[config.mk]
export PLATFORM = sky130hd
export DESIGN_NAME = chan_emu_iq
export DESIGN_NICKNAME = d
export VERILOG_FILES = /design/src/rtl/chan_emu_iq.sv
export SDC_FILE = /design/constraint.sdc
export NUM_CORES = 1
export LEC_CHECK = 0
export CORE_MARGIN = 1
export CORE_UTILIZATION = 28
export DETAILED_ROUTE_END_ITERATION = 6
export GPL_TIMING_DRIVEN = 0
export PLACE_DENSITY = 0.43
export SLEW_MARGIN = 20
export SYNTH_ARGS = -nofsm -noshare
export SYNTH_HDL_FRONTEND = slang
export SYNTH_SLANG_ARGS = --single-unit
[constraint.sdc]
create_clock -name clk_16M384 -period 23.4 [get_ports clk_16M384]
set_input_delay 4.68 -clock clk_16M384 [delete_from_list [all_inputs] [get_ports clk_16M384]]
set_output_delay 4.68 -clock clk_16M384 [all_outputs]
set_load 0.01 [all_outputs]
[src/rtl/chan_emu_iq.sv]
`default_nettype none
`timescale 1ns/1ps
// ============================================================================
// chan_emu_iq : I/Q loopback channel emulator (rotate, gain, offset, noise,
//               saturation, programmable delay) in the 16.384 MHz domain.
// Rev 1.0
// ============================================================================
module chan_emu_iq #(
    parameter int          DW         = 12,
    parameter int          DELAY_MAX  = 16,
    parameter int          NOISE_BITS = 6,
    parameter logic [15:0] LFSR_SEED  = 16'hACE1
) (
    input  logic                         clk_16M384,
    input  logic                         rst_16M384,
    input  logic signed [DW-1:0]         in_I,
    input  logic signed [DW-1:0]         in_Q,
    input  logic                         in_valid,
    input  logic [1:0]                   cfg_rot,
    input  logic [3:0]                   cfg_gain,
    input  logic signed [7:0]            cfg_dc_I,
    input  logic signed [7:0]            cfg_dc_Q,
    input  logic                         cfg_noise_en,
    input  logic [$clog2(DELAY_MAX)-1:0] cfg_delay,
    output logic signed [DW-1:0]         out_I,
    output logic signed [DW-1:0]         out_Q,
    output logic                         out_valid,
    output logic [15:0]                  sat_cnt
);

    localparam int c_DLY_W = $clog2(DELAY_MAX);
    localparam int c_PW    = DW + 4;
    localparam int c_SW    = DW + 5;
    localparam int c_BW    = $clog2(DELAY_MAX + 3);
    localparam int c_EW    = 2 * DW + 2;

    localparam logic signed [DW-1:0]   c_MAX   = {1'b0, {(DW-1){1'b1}}};
    localparam logic signed [DW-1:0]   c_MIN   = {1'b1, {(DW-1){1'b0}}};
    localparam logic signed [c_SW-1:0] c_MAX_W = c_SW'(c_MAX);
    localparam logic signed [c_SW-1:0] c_MIN_W = c_SW'(c_MIN);
    localparam logic [c_BW-1:0]        c_BLANK = c_BW'(DELAY_MAX + 2);

    logic signed [DW-1:0]   w_negI, w_negQ, w_rotI, w_rotQ;
    logic                   w_negI_sat, w_negQ_sat, w_rot_sat;
    logic signed [c_PW-1:0] w_gain, w_prodI, w_prodQ;

    logic signed [c_PW-1:0] r_s1_I, r_s1_Q;
    logic                   r_s1_valid, r_s1_sat;

    logic signed [NOISE_BITS-1:0] w_noiseI, w_noiseQ;
    logic signed [c_SW-1:0]       w_sumI, w_sumQ;
    logic signed [DW-1:0]         w_clpI, w_clpQ;
    logic                         w_satI, w_satQ;

    logic signed [DW-1:0] r_s2_I, r_s2_Q;
    logic                 r_s2_valid, r_s2_sat;

    logic [15:0]         r_lfsr;
    logic [c_EW-1:0]     r_mem [DELAY_MAX];
    logic [c_DLY_W-1:0]  r_wptr, r_delay, w_dly, w_rptr;
    logic                r_armed;
    logic [c_BW-1:0]     r_blank;
    logic [15:0]         r_sat_cnt;
    logic [c_EW-1:0]     w_s2_word, w_tap;
    logic                w_blank, w_tap_sat;

    // Stage 1: quadrant rotation with saturating negation, then gain/4
    always_comb begin
        w_negI_sat = (in_I == c_MIN);
        w_negQ_sat = (in_Q == c_MIN);
        w_negI     = w_negI_sat ? c_MAX : -in_I;
        w_negQ     = w_negQ_sat ? c_MAX : -in_Q;
        case (cfg_rot)
            2'd0: begin w_rotI = in_I;   w_rotQ = in_Q;   w_rot_sat = 1'b0;                    end
            2'd1: begin w_rotI = in_Q;   w_rotQ = w_negI; w_rot_sat = w_negI_sat;              end
            2'd2: begin w_rotI = w_negI; w_rotQ = w_negQ; w_rot_sat = w_negI_sat | w_negQ_sat; end
            default: begin w_rotI = w_negQ; w_rotQ = in_I; w_rot_sat = w_negQ_sat;            end
        endcase
        w_gain  = c_PW'({1'b0, cfg_gain});
        w_prodI = c_PW'(w_rotI) * w_gain;
        w_prodQ = c_PW'(w_rotQ) * w_gain;
    end

    // Stage 2: offset plus noise at full width, then clamp to DW bits
    always_comb begin
        w_noiseI = cfg_noise_en ? {~r_lfsr[NOISE_BITS-1], r_lfsr[NOISE_BITS-2:0]} : '0;
        w_noiseQ = cfg_noise_en ? {~r_lfsr[15], r_lfsr[14 -: NOISE_BITS-1]} : '0;
        w_sumI   = c_SW'(r_s1_I) + c_SW'(cfg_dc_I) + c_SW'(w_noiseI);
        w_sumQ   = c_SW'(r_s1_Q) + c_SW'(cfg_dc_Q) + c_SW'(w_noiseQ);
        w_satI   = (w_sumI > c_MAX_W) || (w_sumI < c_MIN_W);
        w_satQ   = (w_sumQ > c_MAX_W) || (w_sumQ < c_MIN_W);
        w_clpI   = (w_sumI > c_MAX_W) ? c_MAX : (w_sumI < c_MIN_W) ? c_MIN : w_sumI[DW-1:0];
        w_clpQ   = (w_sumQ > c_MAX_W) ? c_MAX : (w_sumQ < c_MIN_W) ? c_MIN : w_sumQ[DW-1:0];
    end

    always_ff @(posedge clk_16M384 or posedge rst_16M384) begin
        if (rst_16M384) begin
            r_s1_I     <= '0;
            r_s1_Q     <= '0;
            r_s1_valid <= 1'b0;
            r_s1_sat   <= 1'b0;
            r_s2_I     <= '0;
            r_s2_Q     <= '0;
            r_s2_valid <= 1'b0;
            r_s2_sat   <= 1'b0;
            r_lfsr     <= LFSR_SEED;
        end else begin
            r_s1_I     <= w_prodI >>> 2;
            r_s1_Q     <= w_prodQ >>> 2;
            r_s1_valid <= in_valid;
            r_s1_sat   <= in_valid & w_rot_sat;
            r_lfsr     <= {r_lfsr[14:0], r_lfsr[15] ^ r_lfsr[13] ^ r_lfsr[12] ^ r_lfsr[10]};
            // Invalid samples are zeroed so offset and noise never leak out
            if (r_s1_valid) begin
                r_s2_I     <= w_clpI;
                r_s2_Q     <= w_clpQ;
                r_s2_valid <= 1'b1;
                r_s2_sat   <= r_s1_sat | w_satI | w_satQ;
            end else begin
                r_s2_I     <= '0;
                r_s2_Q     <= '0;
                r_s2_valid <= 1'b0;
                r_s2_sat   <= 1'b0;
            end
        end
    end

    // Pointer arithmetic wraps naturally because DELAY_MAX is a power of two
    always_comb begin
        w_dly     = r_armed ? r_delay : cfg_delay;
        w_rptr    = r_wptr - w_dly;
        w_s2_word = {r_s2_valid, r_s2_sat, r_s2_I, r_s2_Q};
        w_tap     = (w_dly == '0) ? w_s2_word : r_mem[w_rptr];
        w_blank   = (r_blank != '0);
        w_tap_sat = w_tap[c_EW-2];
        out_valid = w_tap[c_EW-1] & ~w_blank;
        out_I     = w_blank ? '0 : w_tap[2*DW-1:DW];
        out_Q     = w_blank ? '0 : w_tap[DW-1:0];
        sat_cnt   = r_sat_cnt;
    end

    always_ff @(posedge clk_16M384 or posedge rst_16M384) begin
        if (rst_16M384) begin
            for (int k = 0; k < DELAY_MAX; k++) begin
                r_mem[k] <= '0;
            end
            r_wptr    <= '0;
            r_delay   <= '0;
            r_armed   <= 1'b0;
            r_blank   <= '0;
            r_sat_cnt <= '0;
        end else begin
            r_mem[r_wptr] <= w_s2_word;
            r_wptr        <= r_wptr + c_DLY_W'(1);
            // First clock after reset adopts cfg_delay silently; later changes blank
            if (!r_armed) begin
                r_armed <= 1'b1;
                r_delay <= cfg_delay;
            end else if (cfg_delay != r_delay) begin
                r_delay <= cfg_delay;
                r_blank <= c_BLANK;
            end else if (w_blank) begin
                r_blank <= r_blank - c_BW'(1);
            end
            if (out_valid && w_tap_sat && (r_sat_cnt != 16'hFFFF)) begin
                r_sat_cnt <= r_sat_cnt + 16'd1;
            end
        end
    end

endmodule
`default_nettype wire

==> results of run 1 <==
worst max-delay path by stage:
stage                 start          to  slack, ns  cells after the start
2_1_floorplan    rst_16M384     r_armed       4.26                      1
3_3_place_gp     rst_16M384  sat_cnt[4]      -1.73                      2
3_5_place_dp   cfg_delay[0]    out_I[2]       8.28                     14
4_1_cts        cfg_delay[0]    out_I[2]       8.28                     14
5_1_grt        cfg_delay[0]    out_I[2]       8.18                     14
6_report       cfg_delay[0]    out_I[2]       8.41                     14
kinds of logic after synthesis:
logic type               after synthesis  share of synthesized area [%]
AO/OA/AOI/OAI                        275                          5.938
multiplexers                         527                          24.29
buffers and inverters                278                          3.687
flip-flops                           518                          44.45
other                                  1                        0.01285
adder cells (fa/ha/maj)              175                          9.534
AND/OR/NAND/NOR                      572                          9.672
XOR/XNOR                              79                          2.422
registers in the layout (all words and copies together) (netlist names), 4 cells and up:
register  cells
r_s1_Q       14
sat_cnt      16
r_s2_I       12
r_s1_I       14
r_blank       5
r_s2_Q       12
r_mem       416
r_wptr        4
r_delay       4
r_lfsr       16
through the flow:
stage                     power (W)  hold WS (ns)
after floorplan            0.002465        0.3312
after global placement     0.002800        0.3381
after detailed placement   0.002854        0.3397
after CTS                  0.003773        0.3556
after global routing       0.003996        0.3572
final                      0.003729        0.3535
routing by layer:
metal  vias up  global-route usage, %  wire length (microns)
li1       8915                      -                      -
met1     10080                  20.77                  36560
met2       372                  25.76                  38900
met3        94                  2.098                   3135
met4         4                  3.804                   1774
met5         -                      0                     18
worst reg2reg max path, stage by stage (launching register included):
cell      delay (ns)
dfstp_2         0.37
nor2b_1         0.80
fa_1            0.57
ha_1            0.30
clkbuf_1        0.22
a21o_1          0.21
a2111o_1        0.42
nand3_1         0.12
nand2_1         0.06
o41ai_1         0.85
mux2_2          0.49
o31a_1          0.30
layout make-up:
type	instances	area share [%]
sequential	518	38.31
clock buffer	89	5.074
tap	1380	5.100
inverter	127	1.430
clock inverter	15	0.4619
timing repair buffer	97	3.126
buffer	151	1.781
multi-input combinational	1629	44.71
placed cells by master, fill, tap and decap left out, types with 16 or more instances in the layout:
cell type,netlist,routed
nor2_1,56,56
xnor2_1,55,55
mux2_2,409,409
o21ai_0,69,69
inv_1,126,125
nand2_1,200,200
and2_1,42,42
nand3_1,100,100
a21oi_1,91,91
buf_1,19,16
xor2_1,22,22
nand4_1,23,23
clkbuf_1,115,131
clkdlybuf4s50_1,0,92
fa_1,79,79
a21o_1,21,21
nor3_1,34,34
clkbuf_16,0,58
dfrtp_1,510,510
nor2b_1,60,59
ha_1,96,96
nand2b_1,19,19
mux4_2,104,104
where the power goes:
part           internal [W]  switching, W  leakage (nW)
Combinational      0.000678      0.000686          7.29
Clock              0.000525      0.000370         0.922
Sequential          0.00126      0.000215          6.35
==> key figures, run 1 <==
Die
  – Io pins: 95
  – Die ar.: between 100000 and 150000 sq um
  – Die width: 324.9 microns
  – Chip height: between 300 and 400 microns
  – Initial Util: 28.20%
  – Core area: between 100000 and 150000 sq um
  – Row count: between 100 and 150

Synthesis
  – Yosys top cell area share: a little over two fifths
  – Ys Warns: 0
  – EDFF count, synth: 0
  – Async S/R FF share, synth: 100.0%
  – Primary FF master, synth: dfrtp_1
  – Yosys reg bits: 518
  – Synth top area cells: dfrtp_1 44%, mux2_2 16%, mux4_2 8.0%, fa_1 5.4%, ha_1 4.1%
  – Most common library cells after synthesis: 510 x dfrtp_1, 409 x mux2_2, 200 x nand2_1
  – Post-synthesis cell count: between 2000 and 2500
  – Cell taking the most area after synthesis: dfrtp_1
  – Top-count cell post-synth: dfrtp_1
  – Syn Area/Cell: 12.04 sq um
  – Post-synthesis sequential area ratio: 44.45%
  – Net Count, Synth: around 2700
  – Cell variety after synth: 73
  – Mapped Area: 29190 sq um

Run status
  – Status: complete, no violations

Global routing
  – Tot GR Track Use: about 15%
  – First-pass GRT wire length: 126.2 mm
  – Total grt overflow: 0
  – Initial antenna violation count: 2
  – Largest net degree at the start of global routing: between 100 and 150
  – Number of global-route vias before repair: slightly above 20000

Timing
  – Final TNS setup: 0 ns
  – Slew margin rel.: 27.67%
  – Min Clock Period, post-route: approximately 15 ns
  – Final number of hold-violating endpoints: 0
  – Fin. max-slew vios: 0
  – Final period utilization: between 60 and 70%
  – Setup violators final: 0
  – Worst slew pin tran: ~1.1 ns
  – RSZ-0062 raised after global routing: no
  – Highest clock rate: between 60 and 70 MHz
  – Clock Skews: between 0.02 and 0.03 ns
  – PnR worst setup slack: about 8.4 ns

Clock network
  – CTS tree: built
  – Total CTS buffers: 58
  – Buffer count from post-CTS setup fixing: 0
  – # resized after CTS: 0
  – Clock Latency Late Sink: between 0.6 and 0.7 ns
  – Clock Pin Slew Worst Setup and Hold Paths: 0.05 ns
  – Root Driver: clkbuf_16
  – Max H-tree Level: 2
  – Clk buf depth: 3
  – CTS Sinks: 518
  – Hold buffers post-CTS: 0

Power
  – PwrDens: about 110 nW/um^2
  – Leak Pwr: approximately 15 nW
  – Max VDD drop: between 0.00006 and 0.00007 V

Place
  – GP Congestion: approximately 0.8
  – Placed Instances: between 3000 and 4000
  – PortBufs: between 90 and 100
  – DPL Wire Length: about 60 mm
  – Area after DPL: roughly 32000 sq um
  – Post-Place Worst Slack: 8.275 ns

Critical path
  – Depth of the worst register-to-register path: 11
  – CP Cell Sequence: clkdlybuf4s50_1 -> mux2i_1 -> inv_1 -> ha_1 -> fa_1 -> buf_2 -> buf_1 -> buf_1 -> mux4_2 -> nand2_1 -> nand3_1 -> nand3_1 -> a21oi_1 -> clkdlybuf4s50_1
  – Critical R2R Launch: r_lfsr[15]
  – Crit path max fanout: 10
  – CP Capture Type: output port
  – Startpoint types: input pin
  – Critical Path RT: 18.72 ns
  – Slowest-stage cell, CP: buf_1
  – Worst path buffer plus inverter count: 6
  – CP max stage delay: 0.87 ns
  – Arrival time worst endpoint: a little over 10 ns
  – Reg2Reg Capture Point: r_s2_sat
  – Setup CP Type: input pin to output port
  – Crit path max-delay family: buffers and inverters
  – R2R Setup Slk: between 15 and 20 ns

Detailed routing
  – Final wirelength: around 80 mm
  – Vias per inst: 4.858
  – First DRT Iteration DRCs: 986
  – # DRC: 0
  – Detail Route Antenna Nets: 0
  – Total number of vias: approximately 20000
  – First-pass detailed-route iteration total: 4
  – Per-cell routed wire length: roughly 20 microns

Cells and area
  – Nets: around 2800
  – Fill count: 10370
  – Post-layout util: between 30% and 40%
  – Flip-flop and latch area: around 13000 sq um
  – Area of the multi-input gates: 15140 sq um
  – Final instance area: about 34000 sq um
  – Layout cells sized above 1: about a quarter
  – Synth-to-layout area growth: 16.01%
  – Antenna cells: 0
  – Final std cells w/o fill: roughly 4000

Worst hold path
  – Hold path depth: 0
  – HP Class: register to register
  – Worst hold endpoint: r_lfsr[10]
  – HP Start: r_lfsr[9]

Run
  – Max-cap check violation count: 0
Power figures use the tool's default switching activity.
==> run 2, diff against run 1 <==
- PLACE_DENSITY: 0.43 -> 0.44
- clock period: 23.4 -> 12.7 ns (I/O delays scaled with it)
==> run 2 against run 1 <==
Compared with the run above:
- core utilization grew 0.28 points
- global-route usage fell by 0.11 points
- critical endpoint is now out_Q[0]
- highest routed layer unchanged
- register-to-register slack worse by 10 ns
- critical path type unchanged
- first-iteration DRC count up 1.0%
==> key figures, run 2 (synthesis gave the netlist of run 1 again) <==
Run status
  – Status: complete, no violations (unchanged)

Place
  – Post-Place Worst Slack: 1.979 ns (was 8.275 ns)
  – GP Congestion: 0.8294 (was 0.8031)
  – Area after DPL: 32240 sq um (was 31980 sq um)
  – DPL Wire Length: 60.91 mm (was 59.95 mm)
  – PortBufs: 92 (unchanged)

Run
  – Max-cap check violation count: 0 (unchanged)

Clock network
  – Hold buffers post-CTS: 0 (unchanged)
  – # resized after CTS: 0 (unchanged)
  – Buffer count from post-CTS setup fixing: 0 (unchanged)
  – Clk buf depth: 3 (unchanged)
  – Total CTS buffers: 57 (was 58)
  – Clock Pin Slew Worst Setup and Hold Paths: 0.05 ns (about the same)
  – Max H-tree Level: 2 (unchanged)
  – Root Driver: clkbuf_16 (unchanged)
  – CTS Sinks: 518 (unchanged)
  – CTS tree: built (unchanged)
  – Clock Latency Late Sink: 0.62 ns (about the same)

Critical path
  – Startpoint types: input pin (unchanged)
  – WP depth: 14 (unchanged)
  – Crit path max fanout: 10 (unchanged)
  – Crit path max-delay family: buffers and inverters (unchanged)
  – Critical Path RT: 10.16 ns (was 18.72 ns)
  – Reg2Reg Capture Point: r_s2_I[8] (was r_s2_sat)
  – Critical R2R Launch: r_lfsr[5] (was r_lfsr[15])
  – Worst path buffer plus inverter count: 6 (unchanged)
  – CP Capture Type: output port (unchanged)
  – R2R Setup Slk: 8.29 ns (was 18.57 ns)
  – Setup CP Type: input pin to output port (unchanged)
  – CP max stage delay: 0.73 ns (was 0.87 ns)
  – Slowest-stage cell, CP: fa_1 (was buf_1)
  – CP Cell Sequence: clkdlybuf4s50_1 -> mux2i_1 -> inv_1 -> ha_1 -> fa_1 -> buf_2 -> buf_1 -> clkbuf_1 -> mux4_2 -> nand2_1 -> nand3_1 -> nand3_1 -> a21oi_1 -> clkdlybuf4s50_1 (was clkdlybuf4s50_1 -> mux2i_1 -> inv_1 -> ha_1 -> fa_1 -> buf_2 -> buf_1 -> buf_1 -> mux4_2 -> nand2_1 -> nand3_1 -> nand3_1 -> a21oi_1 -> clkdlybuf4s50_1)
  – Arrival time worst endpoint: 7.97 ns (was 10.31 ns)
  – Depth of the worst register-to-register path: 12 (was 11)

Cells and area
  – Fill count: 10290 (was 10370)
  – Layout cells sized above 1: 25.22% (was 24.75%)
  – Post-layout util: 33.00% (was 32.71%)
  – Antenna cells: 0 (unchanged)
  – Nets: 2823 (was 2811)
  – Synth-to-layout area growth: 17.02% (was 16.01%)
  – Reg with most FFs: r_mem (unchanged)
  – Most frequent cells in the layout: 510 x dfrtp_1, 409 x mux2_2, 200 x nand2_1 (unchanged)
  – Max reg flops: 416 (unchanged)
  – Most common cell after layout, fill and taps aside: dfrtp_1 (unchanged)
  – Final instance area: 34150 sq um (was 33860 sq um)

Timing
  – Highest clock rate: between 90 and 100 MHz
  – Clock Skews: 0.01789 ns (was 0.02567 ns)
  – Slew margin rel.: 29.36% (was 27.67%)
  – WHS: 0.3491 ns (was 0.3535 ns)
  – Fin. max-slew vios: 0 (unchanged)
  – Setup violators final: 0 (unchanged)
  – Final period utilization: between 80% and 90%
  – RSZ-0062 raised after global routing: no (unchanged)
  – Final number of hold-violating endpoints: 0 (unchanged)
  – Min Clock Period, post-route: around 11 ns
  – PnR worst setup slack: 2.186 ns (was 8.405 ns)
  – Worst slew pin tran: 1.057 ns (was 1.085 ns)

Power
  – Leak Pwr: 14.70 nW (was 14.56 nW)
  – Overall power after layout: 0.006889 W (was 0.003729 W)
  – PwrDens: 201.7 nW/um^2 (was 110.1 nW/um^2)
  – Max VDD drop: 0.0001035 V (was 0.00006171 V)

Global routing
  – Initial antenna violation count: 1 (was 2)
  – Number of global-route vias before repair: 20930 (was 20490)
  – M2 GR Usage: 25.86% (was 25.76%)
  – Tot GR Track Use: 15.22% (was 15.33%)
  – Busiest grt layer: met2 (unchanged)
  – Met3 usage: 2.311% (was 2.098%)
  – Total grt overflow: 0 (unchanged)
  – Largest net degree at the start of global routing: 36 (was 107)
  – M1 GR Usage: 19.78% (was 20.77%)
  – First-pass GRT wire length: 125.4 mm (was 126.2 mm)

Die
  – Row count: 118 (unchanged)
  – Die ar.: 105500 sq um (unchanged)
  – Core area: 103500 sq um (unchanged)
  – Chip height: 324.9 microns (unchanged)
  – Initial Util: 28.20% (unchanged)
  – Io pins: 95 (unchanged)
  – Die width: 324.9 microns (unchanged)

Detailed routing
  – Detail Route Antenna Nets: 0 (unchanged)
  – Per-cell routed wire length: 19.78 microns (was 20.07 microns)
  – First DRT Iteration DRCs: 996 (was 986)
  – Final wirelength: 79.55 mm (was 80.38 mm)
  – First-pass detailed-route iteration total: 5 (was 4)
  – Vias per inst: 4.810 (was 4.858)
  – # DRC: 0 (unchanged)
  – Total number of vias: 19340 (was 19460)

Worst hold path
  – HP Start: r_lfsr[8] (was r_lfsr[9])
  – Hold path depth: 0 (unchanged)
  – Worst hold endpoint: r_lfsr[9] (was r_lfsr[10])
  – HP Class: register to register (unchanged)
run 2: area by class of cell:
type                    instances  area [sq um]  area share (%)
multi-input cells            1629         15140           44.32
flip-flops and latches        518         12970           37.98
clock buffers                  87          1732           5.071
well taps                    1380          1727           5.056
repair buffers                110          1319           3.861
plain buffers                 151         601.8           1.762
inverters                     127         480.5           1.407
clock inverters                19         182.7          0.5349
run 2: per-stage QoR:
stage / std cells / setup TNS (ns)
2_1_floorplan: 2425 / 0
3_3_place_gp: 3897 / -30.10
3_5_place_dp: 3915 / 0
4_1_cts: 4021 / 0
5_1_grt: 4021 / 0
6_report: 4021 / 0
run 2: metal layers:
metal / part of all wire, % / vias up
met3: 3.7 / 113
li1: - / 8923
met2: 49 / 371
met5: 0.011 / -
met1: 45 / 9934
met4: 3.0 / 2
run 2: how the worst max path moves through the flow:
stage                       startpoint          to  slack (ns)
after floorplan             rst_16M384     r_armed        3.13
after detailed placement  cfg_delay[0]    out_Q[0]        1.98
after global routing      cfg_delay[0]    out_Q[0]        1.79
final                     cfg_delay[0]    out_Q[0]        2.19
after global placement      rst_16M384  sat_cnt[7]       -0.15
after CTS                 cfg_delay[0]    out_Q[0]        1.92
run 2: report_power, final:
part | leakage [nW] | internal [W] | switching [W]
clock | 0.949 | 0.000996 | 0.000681
sequential | 6.35 | 0.00231 | 0.000405
combinational | 7.40 | 0.00126 | 0.00124
==> run 3, diff against run 2 <==
- PLACE_DENSITY: 0.44 -> 0.43
- clock period: 12.7 -> 10.28 ns (I/O delays scaled with it)
==> run 3 against run 2 <==
Compared with the run above:
- first-iteration DRC count fell by 8.8%
- critical path depth did not move
- die area unchanged
- wire length rose by 1.5%
- power rose by 24%
- non-clock buffer count decreased by 1
- register-to-register slack worse by 2.9 ns
- highest routed layer unchanged
- via count is 0.36% higher
- core utilization about the same
- count of clock-buffer cells in the layout grew 8
==> key figures, run 3 (synthesis gave the netlist of run 1 again) <==
Run status
  – Status: complete, no violations (unchanged)

Critical path
  – Critical Path RT: 8.22 ns (was 10.16 ns)
  – Startpoint types: input pin (unchanged)
  – Reg2Reg Capture Point: r_s2_sat (was r_s2_I[8])
  – Critical R2R Launch: r_lfsr[15] (was r_lfsr[5])
  – CP Capture Type: output port (unchanged)
  – CP max stage delay: 0.88 ns (was 0.73 ns)
  – CP Cell Sequence: clkdlybuf4s50_1 -> mux2i_1 -> inv_1 -> ha_1 -> fa_1 -> buf_2 -> buf_1 -> buf_1 -> mux4_2 -> nand2_1 -> nand3_1 -> nand3_1 -> a21oi_1 -> clkdlybuf4s50_1 (was clkdlybuf4s50_1 -> mux2i_1 -> inv_1 -> ha_1 -> fa_1 -> buf_2 -> buf_1 -> clkbuf_1 -> mux4_2 -> nand2_1 -> nand3_1 -> nand3_1 -> a21oi_1 -> clkdlybuf4s50_1)
  – Setup CP Type: input pin to output port (unchanged)
  – Crit path max fanout: 10 (unchanged)
  – Slowest-stage cell, CP: buf_1 (was fa_1)
  – CP startpoint: cfg_delay[0] (unchanged)
  – R2R Setup Slk: 5.39 ns (was 8.29 ns)
  – Arrival time worst endpoint: 7.75 ns (was 7.97 ns)
  – Depth of the worst register-to-register path: 11 (was 12)

Clock network
  – Root Driver: clkbuf_16 (unchanged)
  – CTS Sinks: 518 (unchanged)
  – # resized after CTS: 0 (unchanged)
  – Buffer count from post-CTS setup fixing: 0 (unchanged)
  – Total CTS buffers: 59 (was 57)
  – Max H-tree Level: 2 (unchanged)
  – Clock Pin Slew Worst Setup and Hold Paths: 0.06 ns (was 0.05 ns)
  – Hold buffers post-CTS: 0 (unchanged)
  – CTS tree: built (unchanged)
  – Clk buf depth: 3 (unchanged)
  – Clock Latency Late Sink: 0.64 ns (was 0.62 ns)

Cells and area
  – Layout cells sized above 1: 25.06% (was 25.22%)
  – Final std cells w/o fill: 4022 (was 4021)
  – Nets: 2824 (was 2823)
  – Synth-to-layout area growth: 16.87% (was 17.02%)
  – Antenna cells: 0 (unchanged)
  – Area of the multi-input gates: 15140 sq um (unchanged)
  – Max reg flops: 416 (unchanged)
  – Most common cell after layout, fill and taps aside: dfrtp_1 (unchanged)
  – Post-layout util: 32.96% (was 33.00%)
  – Flip-flop and latch area: 12970 sq um (unchanged)
  – Fill count: 10320 (was 10290)
  – Reg with most FFs: r_mem (unchanged)
  – Most frequent cells in the layout: 510 x dfrtp_1, 409 x mux2_2, 200 x nand2_1 (unchanged)

Detailed routing
  – First DRT Iteration DRCs: 908 (was 996)
  – # DRC: 0 (unchanged)
  – Detail Route Antenna Nets: 0 (unchanged)
  – Per-cell routed wire length: 20.07 microns (was 19.78 microns)
  – First-pass detailed-route iteration total: 5 (unchanged)
  – Total number of vias: 19410 (was 19340)
  – Final wirelength: 80.73 mm (was 79.55 mm)
  – Vias per inst: 4.827 (was 4.810)

Timing
  – Highest clock rate: a little over 100 MHz
  – Min Clock Period, post-route: 9.802 ns
  – RSZ-0062 raised after global routing: no (unchanged)
  – Worst slew pin tran: 1.121 ns (was 1.057 ns)
  – Fin. max-slew vios: 0 (unchanged)
  – PnR worst setup slack: 0.4779 ns (was 2.186 ns)
  – Slew margin rel.: 24.27% (was 29.36%)
  – Final period utilization: 95.35%
  – Clock Skews: 0.04004 ns (was 0.01789 ns)
  – Final number of hold-violating endpoints: 0 (unchanged)
  – Setup violators final: 0 (unchanged)
  – WHS: 0.3490 ns (was 0.3491 ns)

Die
  – Die width: 324.9 microns (unchanged)
  – Initial Util: 28.20% (unchanged)
  – Io pins: 95 (unchanged)
  – Row count: 118 (unchanged)
  – Core area: 103500 sq um (unchanged)
  – Chip height: 324.9 microns (unchanged)
  – Die ar.: 105500 sq um (unchanged)

Worst hold path
  – HP Class: register to register (unchanged)
  – Worst hold endpoint: r_lfsr[9] (unchanged)
  – HP Start: r_lfsr[8] (unchanged)
  – Hold path depth: 0 (unchanged)

Global routing
  – Tot GR Track Use: 15.37% (was 15.22%)
  – Number of global-route vias before repair: 20470 (was 20930)
  – First-pass GRT wire length: 126.4 mm (was 125.4 mm)
  – Initial antenna violation count: 2 (was 1)
  – Largest net degree at the start of global routing: 37 (was 36)
  – Total grt overflow: 0 (unchanged)

Place
  – GP Congestion: 0.8459 (was 0.8294)
  – Placed Instances: 3914 (was 3915)
  – Post-Place Worst Slack: 0.3993 ns (was 1.979 ns)
  – PortBufs: 92 (unchanged)
  – DPL Wire Length: 61.24 mm (was 60.91 mm)

Power
  – Leak Pwr: 14.67 nW (was 14.70 nW)
  – Max VDD drop: 0.0001348 V (was 0.0001035 V)
  – PwrDens: 249.8 nW/um^2 (was 201.7 nW/um^2)
  – Overall power after layout: 0.008521 W (was 0.006889 W)

Run
  – Max-cap check violation count: 0 (unchanged)
[run 3: cell types whose count changed in the layout (fill, tap and decap cells not counted), moves of 2 or more]
cell,delta
buf_12,+2
buf_16,-3
clkbuf_1,+5
clkbuf_8,+2
clkinv_2,-4
bufinv_16,-2
[run 3: area by class of cell]
type | count | area share (%)
Buffer | 151 | 1.764
Clock buffer | 95 | 5.286
Clock inverter | 13 | 0.3265
Inverter | 127 | 1.409
Multi-Input combinational cell | 1629 | 44.38
Sequential cell | 518 | 38.03
Tap cell | 1380 | 5.062
Timing Repair Buffer | 109 | 3.742
[run 3: critical path, delay by kind of cell]
| family | cells | cell delay, ns |
|---|---|---|
| compound gates | 1 | 0.47 |
| fa+ha+maj | 2 | 0.97 |
| buf+inv | 6 | 3.24 |
| mux | 2 | 0.66 |
| simple gates | 3 | 0.32 |
[run 3: power breakdown]
part	total [W]	internal (W)	switching (W)
registers	0.00335	0.00286	0.000491
logic	0.00309	0.00155	0.00155
clock network	0.00208	0.00122	0.000860
total	0.00852	0.00562	0.00290
[run 3: worst max path at each step]
| stage | end | slack (ns) |
|---|---|---|
| floorplan | r_armed | 1.19 |
| global placement | sat_cnt[1] | -2.10 |
| detailed placement | out_I[2] | 0.40 |
| CTS | out_I[2] | 0.39 |
| global route | out_I[2] | 0.27 |
| finish | out_I[2] | 0.48 |
[run 3: metal layers]
metal  up-vias  global-route usage (%)  wire length, microns
met3       107                   2.000                  2724
met4         4                   4.009                  1883
met1     10060                   20.60                 36800
met5         -                       0                    23
met2       307                   26.09                 39290
li1       8934                       -                     -
[run 3: per-stage QoR]
stage | instance area (sq um) | setup TNS [ns]
final | 34110 | 0
after global routing | 34110 | 0
after CTS | 34110 | 0
after global placement | 31840 | -1026.84
after detailed placement | 32190 | 0
after floorplan | 29190 | 0
